--- src/rtl/pll_drp_pkg.sv ---
// Shared definitions for the PLLE2_ADV DRP reprogramming sequencer:
// FSM state encoding, error codes, DRP register addresses, preserve masks
// and the legal ranges of the divide/multiply values.
package pll_drp_pkg;

    typedef enum logic [3:0] {
        ST_IDLE      = 4'd0,
        ST_RD_REQ    = 4'd1,
        ST_RD_WAIT   = 4'd2,
        ST_WR_REQ    = 4'd3,
        ST_WR_WAIT   = 4'd4,
        ST_VFY_REQ   = 4'd5,
        ST_VFY_WAIT  = 4'd6,
        ST_RELEASE   = 4'd7,
        ST_LOCK_WAIT = 4'd8
    } state_t;

    typedef enum logic [1:0] {
        ERR_NONE         = 2'd0,
        ERR_DRDY_TIMEOUT = 2'd1,
        ERR_LOCK_TIMEOUT = 2'd2,
        ERR_INVALID      = 2'd3
    } err_code_t;

    // Which merge rule applies to the register currently being programmed.
    typedef enum logic [1:0] {
        KIND_REG1   = 2'd0,
        KIND_REG2   = 2'd1,
        KIND_DIVCLK = 2'd2
    } reg_kind_t;

    // Reg1 addresses of the output dividers; Reg2 is always Reg1 + 1.
    localparam logic [6:0] ADDR_CLKOUT0_R1 = 7'h08;
    localparam logic [6:0] ADDR_CLKOUT1_R1 = 7'h0A;
    localparam logic [6:0] ADDR_CLKOUT2_R1 = 7'h0C;
    localparam logic [6:0] ADDR_CLKOUT3_R1 = 7'h0E;
    localparam logic [6:0] ADDR_CLKOUT4_R1 = 7'h10;
    localparam logic [6:0] ADDR_CLKOUT5_R1 = 7'h06;
    localparam logic [6:0] ADDR_CLKFB_R1   = 7'h14;
    localparam logic [6:0] ADDR_CLKFB_R2   = 7'h15;
    localparam logic [6:0] ADDR_DIVCLK     = 7'h16;

    // Bits of the old register contents that must survive the rewrite.
    localparam logic [15:0] MASK_REG1   = 16'h1000;
    localparam logic [15:0] MASK_REG2   = 16'hFF00;
    localparam logic [15:0] MASK_DIVCLK = 16'hC000;

    // Legal value ranges.
    localparam logic [6:0] DIV_MIN    = 7'd1;
    localparam logic [6:0] DIV_MAX    = 7'd126;
    localparam logic [6:0] MULT_MIN   = 7'd2;
    localparam logic [6:0] MULT_MAX   = 7'd64;
    localparam logic [6:0] DIVCLK_MIN = 7'd1;
    localparam logic [6:0] DIVCLK_MAX = 7'd56;

    // Reg1 address of CLKOUTn.
    function automatic logic [6:0] clkout_reg1_addr(input int n);
        case (n)
            0:       return ADDR_CLKOUT0_R1;
            1:       return ADDR_CLKOUT1_R1;
            2:       return ADDR_CLKOUT2_R1;
            3:       return ADDR_CLKOUT3_R1;
            4:       return ADDR_CLKOUT4_R1;
            default: return ADDR_CLKOUT5_R1;
        endcase
    endfunction

endpackage

--- src/rtl/pll_drp_divcalc.sv ---
// Divide value to PLL counter fields: high = floor(d/2), low = d - high,
// edge = d odd, no_count = (d == 1). A divide of 1 is coded high = low = 1.
module pll_drp_divcalc (
    input  logic [6:0] div_val,
    output logic [5:0] high_cnt,
    output logic [5:0] low_cnt,
    output logic       edge_bit,
    output logic       no_count
);

    // Split the divide value into counter high/low times and flag bits.
    always_comb begin
        no_count = (div_val == 7'd1);
        edge_bit = div_val[0];
        if (no_count) begin
            high_cnt = 6'd1;
            low_cnt  = 6'd1;
        end else begin
            high_cnt = div_val[6:1];
            // d - floor(d/2) is ceil(d/2)
            low_cnt  = div_val[6:1] + {5'd0, div_val[0]};
        end
    end

endmodule

--- src/rtl/pll_drp_sequencer.sv ---
// DRP reconfiguration sequencer for one PLLE2_ADV: holds the PLL in reset,
// read-modify-writes every output divider, the feedback multiplier and the
// input divider, then releases reset and waits for LOCKED.
// Build option PLL_DRP_READBACK_EN adds a verify read after every write.
// DRP handshake: DEN (with DWE for writes) is a one-cycle pulse; the
// transaction completes on the first DRDY seen from the cycle after DEN,
// and DADDR/DI stay stable until that DRDY. DRDY elsewhere is ignored.
module pll_drp_sequencer
    import pll_drp_pkg::*;
#(
    parameter int NUM_OUT      = 6,
    parameter int DRDY_TIMEOUT = 64,
    parameter int LOCK_TIMEOUT = 4096
) (
    input  logic                 DCLK,
    input  logic                 RST_N,
    input  logic                 START,
    input  logic [7*NUM_OUT-1:0] CLKOUT_DIV,
    input  logic [6:0]           CLKFBOUT_MULT,
    input  logic [6:0]           DIVCLK_DIVIDE,
    output logic                 BUSY,
    output logic                 DONE,
    output logic                 ERROR,
    output logic [1:0]           ERR_CODE,
    output logic                 PLL_RST,
    output logic [6:0]           DADDR,
    output logic                 DEN,
    output logic                 DWE,
    output logic [15:0]          DI,
    input  logic [15:0]          DO,
    input  logic                 DRDY,
    input  logic                 LOCKED,
    output logic [3:0]           DBG_STATE
);

    localparam int NREG = 2 * NUM_OUT + 3;
    localparam int IW   = $clog2(NREG);
    localparam int TMAX = (LOCK_TIMEOUT > DRDY_TIMEOUT) ? LOCK_TIMEOUT : DRDY_TIMEOUT;
    localparam int CW   = $clog2(TMAX + 1);

    state_t               state_q, state_d;
    logic [7*NUM_OUT-1:0] div_q, div_d;
    logic [6:0]           mult_q, mult_d;
    logic [6:0]           divclk_q, divclk_d;
    logic [IW-1:0]        idx_q, idx_d;
    logic [CW-1:0]        cnt_q, cnt_d;
    logic [15:0]          old_q, old_d;
    logic                 done_q, done_d;
    logic                 err_q, err_d;
    err_code_t            code_q, code_d;

    logic                 inputs_ok;
    logic [6:0]           div_sel;
    logic [6:0]           addr_sel;
    reg_kind_t            kind_sel;
    logic [5:0]           high_cnt, low_cnt;
    logic                 edge_bit, no_count;
    logic [15:0]          merged;
    logic                 is_last;
    logic                 drdy_expired;
    logic                 lock_expired;
    logic                 drp_phase;

    assign is_last      = (idx_q == IW'(NREG - 1));
    assign drdy_expired = (cnt_q == CW'(DRDY_TIMEOUT - 1));
    assign lock_expired = (cnt_q == CW'(LOCK_TIMEOUT - 1));

    // Range check of the live request inputs, used when START is accepted.
    always_comb begin
        inputs_ok = 1'b1;
        for (int n = 0; n < NUM_OUT; n++) begin
            if (CLKOUT_DIV[7*n +: 7] < DIV_MIN || CLKOUT_DIV[7*n +: 7] > DIV_MAX)
                inputs_ok = 1'b0;
        end
        if (CLKFBOUT_MULT < MULT_MIN || CLKFBOUT_MULT > MULT_MAX)
            inputs_ok = 1'b0;
        if (DIVCLK_DIVIDE < DIVCLK_MIN || DIVCLK_DIVIDE > DIVCLK_MAX)
            inputs_ok = 1'b0;
    end

    // Map the register index onto address, divide value and merge rule.
    always_comb begin
        div_sel  = mult_q;
        addr_sel = ADDR_CLKFB_R1;
        kind_sel = KIND_REG1;
        for (int n = 0; n < NUM_OUT; n++) begin
            if (idx_q == IW'(2*n)) begin
                div_sel  = div_q[7*n +: 7];
                addr_sel = clkout_reg1_addr(n);
                kind_sel = KIND_REG1;
            end else if (idx_q == IW'(2*n + 1)) begin
                div_sel  = div_q[7*n +: 7];
                addr_sel = clkout_reg1_addr(n) + 7'd1;
                kind_sel = KIND_REG2;
            end
        end
        if (idx_q == IW'(2*NUM_OUT + 1)) begin
            div_sel  = mult_q;
            addr_sel = ADDR_CLKFB_R2;
            kind_sel = KIND_REG2;
        end else if (idx_q == IW'(2*NUM_OUT + 2)) begin
            div_sel  = divclk_q;
            addr_sel = ADDR_DIVCLK;
            kind_sel = KIND_DIVCLK;
        end
    end

    pll_drp_divcalc u_divcalc (
        .div_val  (div_sel),
        .high_cnt (high_cnt),
        .low_cnt  (low_cnt),
        .edge_bit (edge_bit),
        .no_count (no_count)
    );

    // Merge the new counter fields into the preserved bits of the old value.
    always_comb begin
        case (kind_sel)
            KIND_REG2:   merged = (old_q & MASK_REG2) | {8'h00, edge_bit, no_count, 6'h00};
            KIND_DIVCLK: merged = (old_q & MASK_DIVCLK) | {2'b00, edge_bit, no_count, high_cnt, low_cnt};
            default:     merged = (old_q & MASK_REG1) | {4'h0, high_cnt, low_cnt};
        endcase
    end

    // State and datapath registers with synchronous active-low reset.
    always_ff @(posedge DCLK) begin
        if (!RST_N) begin
            state_q  <= ST_IDLE;
            div_q    <= '0;
            mult_q   <= '0;
            divclk_q <= '0;
            idx_q    <= '0;
            cnt_q    <= '0;
            old_q    <= '0;
            done_q   <= 1'b0;
            err_q    <= 1'b0;
            code_q   <= ERR_NONE;
        end else begin
            state_q  <= state_d;
            div_q    <= div_d;
            mult_q   <= mult_d;
            divclk_q <= divclk_d;
            idx_q    <= idx_d;
            cnt_q    <= cnt_d;
            old_q    <= old_d;
            done_q   <= done_d;
            err_q    <= err_d;
            code_q   <= code_d;
        end
    end

    // Next-state logic of the sequencing FSM.
    always_comb begin
        state_d = state_q;
        case (state_q)
            ST_IDLE:    if (START && inputs_ok) state_d = ST_RD_REQ;
            ST_RD_REQ:  state_d = ST_RD_WAIT;
            ST_RD_WAIT: begin
                if (DRDY)              state_d = ST_WR_REQ;
                else if (drdy_expired) state_d = ST_IDLE;
            end
            ST_WR_REQ:  state_d = ST_WR_WAIT;
            ST_WR_WAIT: begin
                if (DRDY) begin
`ifdef PLL_DRP_READBACK_EN
                    state_d = ST_VFY_REQ;
`else
                    state_d = is_last ? ST_RELEASE : ST_RD_REQ;
`endif
                end else if (drdy_expired) begin
                    state_d = ST_IDLE;
                end
            end
`ifdef PLL_DRP_READBACK_EN
            ST_VFY_REQ:  state_d = ST_VFY_WAIT;
            ST_VFY_WAIT: begin
                if (DRDY)              state_d = (DO == merged) ? (is_last ? ST_RELEASE : ST_RD_REQ) : ST_IDLE;
                else if (drdy_expired) state_d = ST_IDLE;
            end
`endif
            ST_RELEASE:   state_d = ST_LOCK_WAIT;
            ST_LOCK_WAIT: if (LOCKED || lock_expired) state_d = ST_IDLE;
            default:      state_d = ST_IDLE;
        endcase
    end

    // Datapath updates: request latch, timeout counter, capture and status.
    always_comb begin
        div_d    = div_q;
        mult_d   = mult_q;
        divclk_d = divclk_q;
        idx_d    = idx_q;
        cnt_d    = cnt_q;
        old_d    = old_q;
        done_d   = 1'b0;
        err_d    = err_q;
        code_d   = code_q;
        case (state_q)
            ST_IDLE: begin
                if (START) begin
                    div_d    = CLKOUT_DIV;
                    mult_d   = CLKFBOUT_MULT;
                    divclk_d = DIVCLK_DIVIDE;
                    idx_d    = '0;
                    err_d    = !inputs_ok;
                    code_d   = inputs_ok ? ERR_NONE : ERR_INVALID;
                end
            end
            ST_RD_REQ, ST_WR_REQ, ST_VFY_REQ, ST_RELEASE: cnt_d = CW'(1);
            ST_RD_WAIT: begin
                cnt_d = cnt_q + CW'(1);
                if (DRDY) begin
                    old_d = DO;
                end else if (drdy_expired) begin
                    err_d  = 1'b1;
                    code_d = ERR_DRDY_TIMEOUT;
                end
            end
            ST_WR_WAIT: begin
                cnt_d = cnt_q + CW'(1);
                if (DRDY) begin
`ifndef PLL_DRP_READBACK_EN
                    idx_d = idx_q + IW'(1);
`endif
                end else if (drdy_expired) begin
                    err_d  = 1'b1;
                    code_d = ERR_DRDY_TIMEOUT;
                end
            end
`ifdef PLL_DRP_READBACK_EN
            ST_VFY_WAIT: begin
                cnt_d = cnt_q + CW'(1);
                if (DRDY) begin
                    if (DO == merged) begin
                        idx_d = idx_q + IW'(1);
                    end else begin
                        err_d  = 1'b1;
                        code_d = ERR_INVALID;
                    end
                end else if (drdy_expired) begin
                    err_d  = 1'b1;
                    code_d = ERR_DRDY_TIMEOUT;
                end
            end
`endif
            ST_LOCK_WAIT: begin
                cnt_d = cnt_q + CW'(1);
                if (LOCKED) begin
                    done_d = 1'b1;
                end else if (lock_expired) begin
                    err_d  = 1'b1;
                    code_d = ERR_LOCK_TIMEOUT;
                end
            end
            default: ;
        endcase
    end

    // Moore outputs decoded from the current state and status flops.
    always_comb begin
        drp_phase = (state_q == ST_RD_REQ) || (state_q == ST_RD_WAIT) ||
                    (state_q == ST_WR_REQ) || (state_q == ST_WR_WAIT) ||
                    (state_q == ST_VFY_REQ) || (state_q == ST_VFY_WAIT);
        BUSY      = (state_q != ST_IDLE);
        PLL_RST   = drp_phase;
        DEN       = (state_q == ST_RD_REQ) || (state_q == ST_WR_REQ) || (state_q == ST_VFY_REQ);
        DWE       = (state_q == ST_WR_REQ);
        DADDR     = drp_phase ? addr_sel : 7'h00;
        DI        = ((state_q == ST_WR_REQ) || (state_q == ST_WR_WAIT)) ? merged : 16'h0000;
        DONE      = done_q;
        ERROR     = err_q;
        ERR_CODE  = code_q;
        DBG_STATE = state_q;
    end

endmodule

--- config.mk ---
export PLATFORM = sky130hd
export DESIGN_NAME = pll_drp_sequencer
export DESIGN_NICKNAME = d
export VERILOG_FILES = /design/src/rtl/pll_drp_pkg.sv /design/src/rtl/pll_drp_divcalc.sv /design/src/rtl/pll_drp_sequencer.sv
export SDC_FILE = /design/constraint.sdc
export NUM_CORES = 1
export LEC_CHECK = 0
export ABC_AREA = 1
export CAP_MARGIN = 10
export CORE_ASPECT_RATIO = 0.7
export CORE_MARGIN = 2
export CORE_UTILIZATION = 56
export CTS_CLUSTER_DIAMETER = 150
export DETAILED_ROUTE_END_ITERATION = 7
export PLACE_DENSITY = 0.84
export SLEW_MARGIN = 20
export SYNTH_ARGS = -nofsm -noshare
export SYNTH_HDL_FRONTEND = slang
export SYNTH_SLANG_ARGS = --single-unit
export TNS_END_PERCENT = 20
--- constraint.sdc ---
create_clock -name DCLK -period 4.1 [get_ports DCLK]
set_clock_uncertainty 0.15 [all_clocks]
set_input_delay 0.41 -clock DCLK [delete_from_list [all_inputs] [get_ports DCLK]]
set_output_delay 0.41 -clock DCLK [all_outputs]
set_load 0.005 [all_outputs]
==> results of run 1 <==
cell usage after synthesis, types with 2 or more instances:
master    number
nor3_2         2
nand2_1      152
o22ai_1        6
nand4_1        8
nor4_1         8
ha_1           8
inv_4          2
o21ai_1        9
xor2_1         2
a211oi_1       9
nand3b_1       3
buf_1          6
nor2_8         3
o21ai_2        2
a21oi_1       88
nor2_1        46
buf_6          5
a31oi_1        3
nand3_1       82
buf_2          3
nand2_2       16
nand2_4        7
dfxtp_1       89
a22oi_1        7
a221oi_1       2
nor2_2         6
nor3_1        17
o21ai_0       48
nor2_4         4
nand3_2        2
buf_4          3
clkbuf_1      19
o211ai_1       2
inv_2          6
inv_1         90
routing by layer:
metal	routed length (um)	vias up
li1	-	2787
met1	6900	2623
met2	6890	252
met3	1320	25
met4	213	0
met5	0	-
final cells by class:
cell class	instances	share of cell area [%]
clock buffer	10	3.45
clock inverter	6	0.999
inverter	98	5.62
multi-input combinational	559	44.5
sequential	89	26.9
tap	124	2.34
timing repair buffer	108	16.2
power groups by stage:
stage | sequential (uW) | combinational, uW | clock (uW)
after floorplan | 958 | 190 | 0
after global placement | 965 | 336 | 0
after detailed placement | 966 | 344 | 0
after CTS | 948 | 348 | 830
after global routing | 952 | 391 | 867
final | 948 | 354 | 826
path summary, 6_finish.rpt:
kind / from / end / slack [ns] / depth (start not counted)
worst min register to register: div_q[36] / div_q[36] / 0.30 / 2
worst max register to register: DBG_STATE[1] / cnt_q[2] / 1.76 / 8
worst max-delay path: idx_q[0] / DI[4] / 0.21 / 18
worst min-delay path: div_q[36] / div_q[36] / 0.30 / 2
cells by family (layout without fill, tap and decap cells):
group                      after synthesis  count (layout)  share of synthesized area, %
other                                    1               2                        0.0711
DFF                                     89              89                          33.8
adders and majority gates                8               8                          1.90
xor gates and xnor gates                 2               2                         0.332
AOI/OAI and AO/OA                      187             187                          20.1
buffers and inverters                  134             222                          10.6
and+or+nand+nor                        360             360                          33.2
worst max-delay path, delay by kind of cell, from the launching register on:
family,cells,cell delay (ns)
flops,1,0.38
compound gates,2,0.35
xor+xnor,1,0.15
buf+inv,3,0.73
simple gates,10,0.94
fa+ha+maj,2,0.45
registers in the layout, summed over array words and instances (netlist names):
register	cells
DBG_STATE	4
DONE	1
ERROR	1
ERR_CODE	2
cnt_q	13
div_q	42
divclk_q	7
idx_q	4
mult_q	7
old_q	8
what timing repair did:
item | 4_1_cts | 5_1_grt
hold endpoints to repair | 0 | 0
endpoints found under the setup margin | 0 | 13
resized for setup | 0 | 6
per-stage QoR:
stage | instance area (um2) | setup TNS (ns) | hold slack, ns | setup WS (ns)
after global routing | 6640 | -0.0253 | 0.317 | -0.0166
after CTS | 6620 | 0 | 0.299 | 0.0212
after global placement | 6320 | 0 | 0.286 | 0.536
final | 6640 | 0 | 0.298 | 0.210
after floorplan | 5280 | 0 | 0.275 | 1.33
after detailed placement | 6320 | 0 | 0.290 | 0.404
==> results.yml, run 1 <==
power_and_ir_drop:
  clockPowerShare_pct: 38.8
  power_switching_uw: 585
  power_density_nw_per_um2: 321
  p_seq_share_pct: 44.6
  p_comb_share_pct: 16.6
  fin_total_pwr_uw: 2130
  irDropWorstVdd_uv: 262
  p_sw_share_pct: 27.5
  p_leak_uw: 0.00257
  p_int_uw: 1540
clock_tree:
  clock-sinks: 89
  clk_latency_ns: 0.35
  clockRootBuffer: "clkbuf_16"
  numCtsBuffers: 9
  htreeDepth: 3
  cts_tree: "done"
  cts_buffer_depth: 2
  clk_pin_slew_worst_paths_ns: 0.06
  hold_buffers: 0
  post-cts-setup-buffer-count: 0
logic_synthesis:
  yosys_warnings: 0
  ys_types: 51
  synth.area.top_cells: "dfxtp_1 (34%), nand2_1 (11%), a21oi_1 (8.4%), nand3_1 (7.8%), inv_1 (6.4%)"
  synth_area_um2: 5270
  synthFlopType: "dfxtp_1"
  syn_inst: 781
  avgSynthCellArea_um2: 6.75
  synthArstFlopShare_pct: 0
  yosys.area.top_type: "dfxtp_1"
  ys_seq_elements: 89
  ys_seq_area_share_pct: 33.8
  synth_top_area_share_pct: 33.8
  synth_edf_count: 0
floorplanning:
  fp.coreArea_um2: 9110
  io_pins: 112
  initial_core_util_pct: 57.9
  die_w_um: 120
  dieArea_um2: 10200
  die_height_um: 85.2
  num_rows: 29
global_route:
  grt_max_degree: 49
  grt_pass1_vias: 5161
  grt_usage_pct: 30.4
  grtUsageMet2_pct: 49.0
  grt_pass1_wl_um: 24600
  overflow: 0
  use_met3_pct: 6.92
  grt.met1_usage_pct: 41.2
  grt-busiest-layer: "met2"
  antenna_found_initial: 0
min_path:
  hp-class: "flop to flop"
placed_design:
  place_congestion: 0.921
  dp_cells: 978
  io_buffers: 101
  dp_hpwl_um: 11200
layout:
  fillerInstances: 740
  layout_commonest_cell: "nand2_1"
  drive_above_1_share_pct: 9.31
  fin_nets: 950
  multi_input_area_um2: 2960
  seqCellArea_um2: 1780
  area_delta_synth_final_pct: 25.9
  final_core_util_pct: 72.9
  final_cell_mix: "nand2_1 (151), clkdlybuf4s50_1 (101), inv_1 (90), dfxtp_1 (88), a21oi_1 (88)"
  n_antenna_cell: 0
  final_cells: 994
setup_path:
  start_kind: "flop"
  end_kind: "output pin"
  max_stage_delay_ns: 0.50
  arrival_ns: 3.33
  worstPathCellList: "inv_1 -> ha_1 -> inv_1 -> nand2_4 -> nand2_4 -> nand2_1 -> o21ai_1 -> nand2_1 -> nand3_2 -> nand2_2 -> nand2_2 -> nand2_2 -> a21oi_4 -> ha_1 -> nand3_1 -> xor2_1 -> nor2_1 -> clkdlybuf4s50_1"
  path_class: "flop to output pin"
  slowest_stage: "clkdlybuf4s50_1"
  crit_path_frequent_cell: "nand2_2"
  critPathMaxFanout: 10
  cp_data_required_time_ns: 3.54
status:
  status: "finished, final reports clean"
sta:
  fin_crit_ns: 3.89
  final.period_utilization_pct: 94.9
  hold_violations: 0
  slew_violations: 0
  max_slew.worst_pin.slew_ns: 1.11
  slew_headroom_pct: 25.7
  finalSetupViolations: 0
  max_clock_freq_mhz: 257
detailed_routing:
  routed_wl_um: 15300
  routed_via_density: 5.72
  vias: 5687
  ant_nets: 0
  wl_per_cell_um: 15.4
  dr.pass1.iters: 5
  drcViolationCount: 0
  drtIter0Drc: 642
job:
  maxCapViolCount: 0
Power figures use the tool's default switching activity.
==> inputs of run 2 (changes only) <==
--- a/config.mk
+++ b/config.mk
@@ -11,6 +11,7 @@
 export CORE_MARGIN = 2
 export CORE_UTILIZATION = 56
 export CTS_CLUSTER_DIAMETER = 150
+export CTS_CLUSTER_SIZE = 25
 export DETAILED_ROUTE_END_ITERATION = 7
 export PLACE_DENSITY = 0.84
 export SLEW_MARGIN = 20
==> results of run 2 <==
No change in the layout: final DEF, timing and power equal those of run 1.
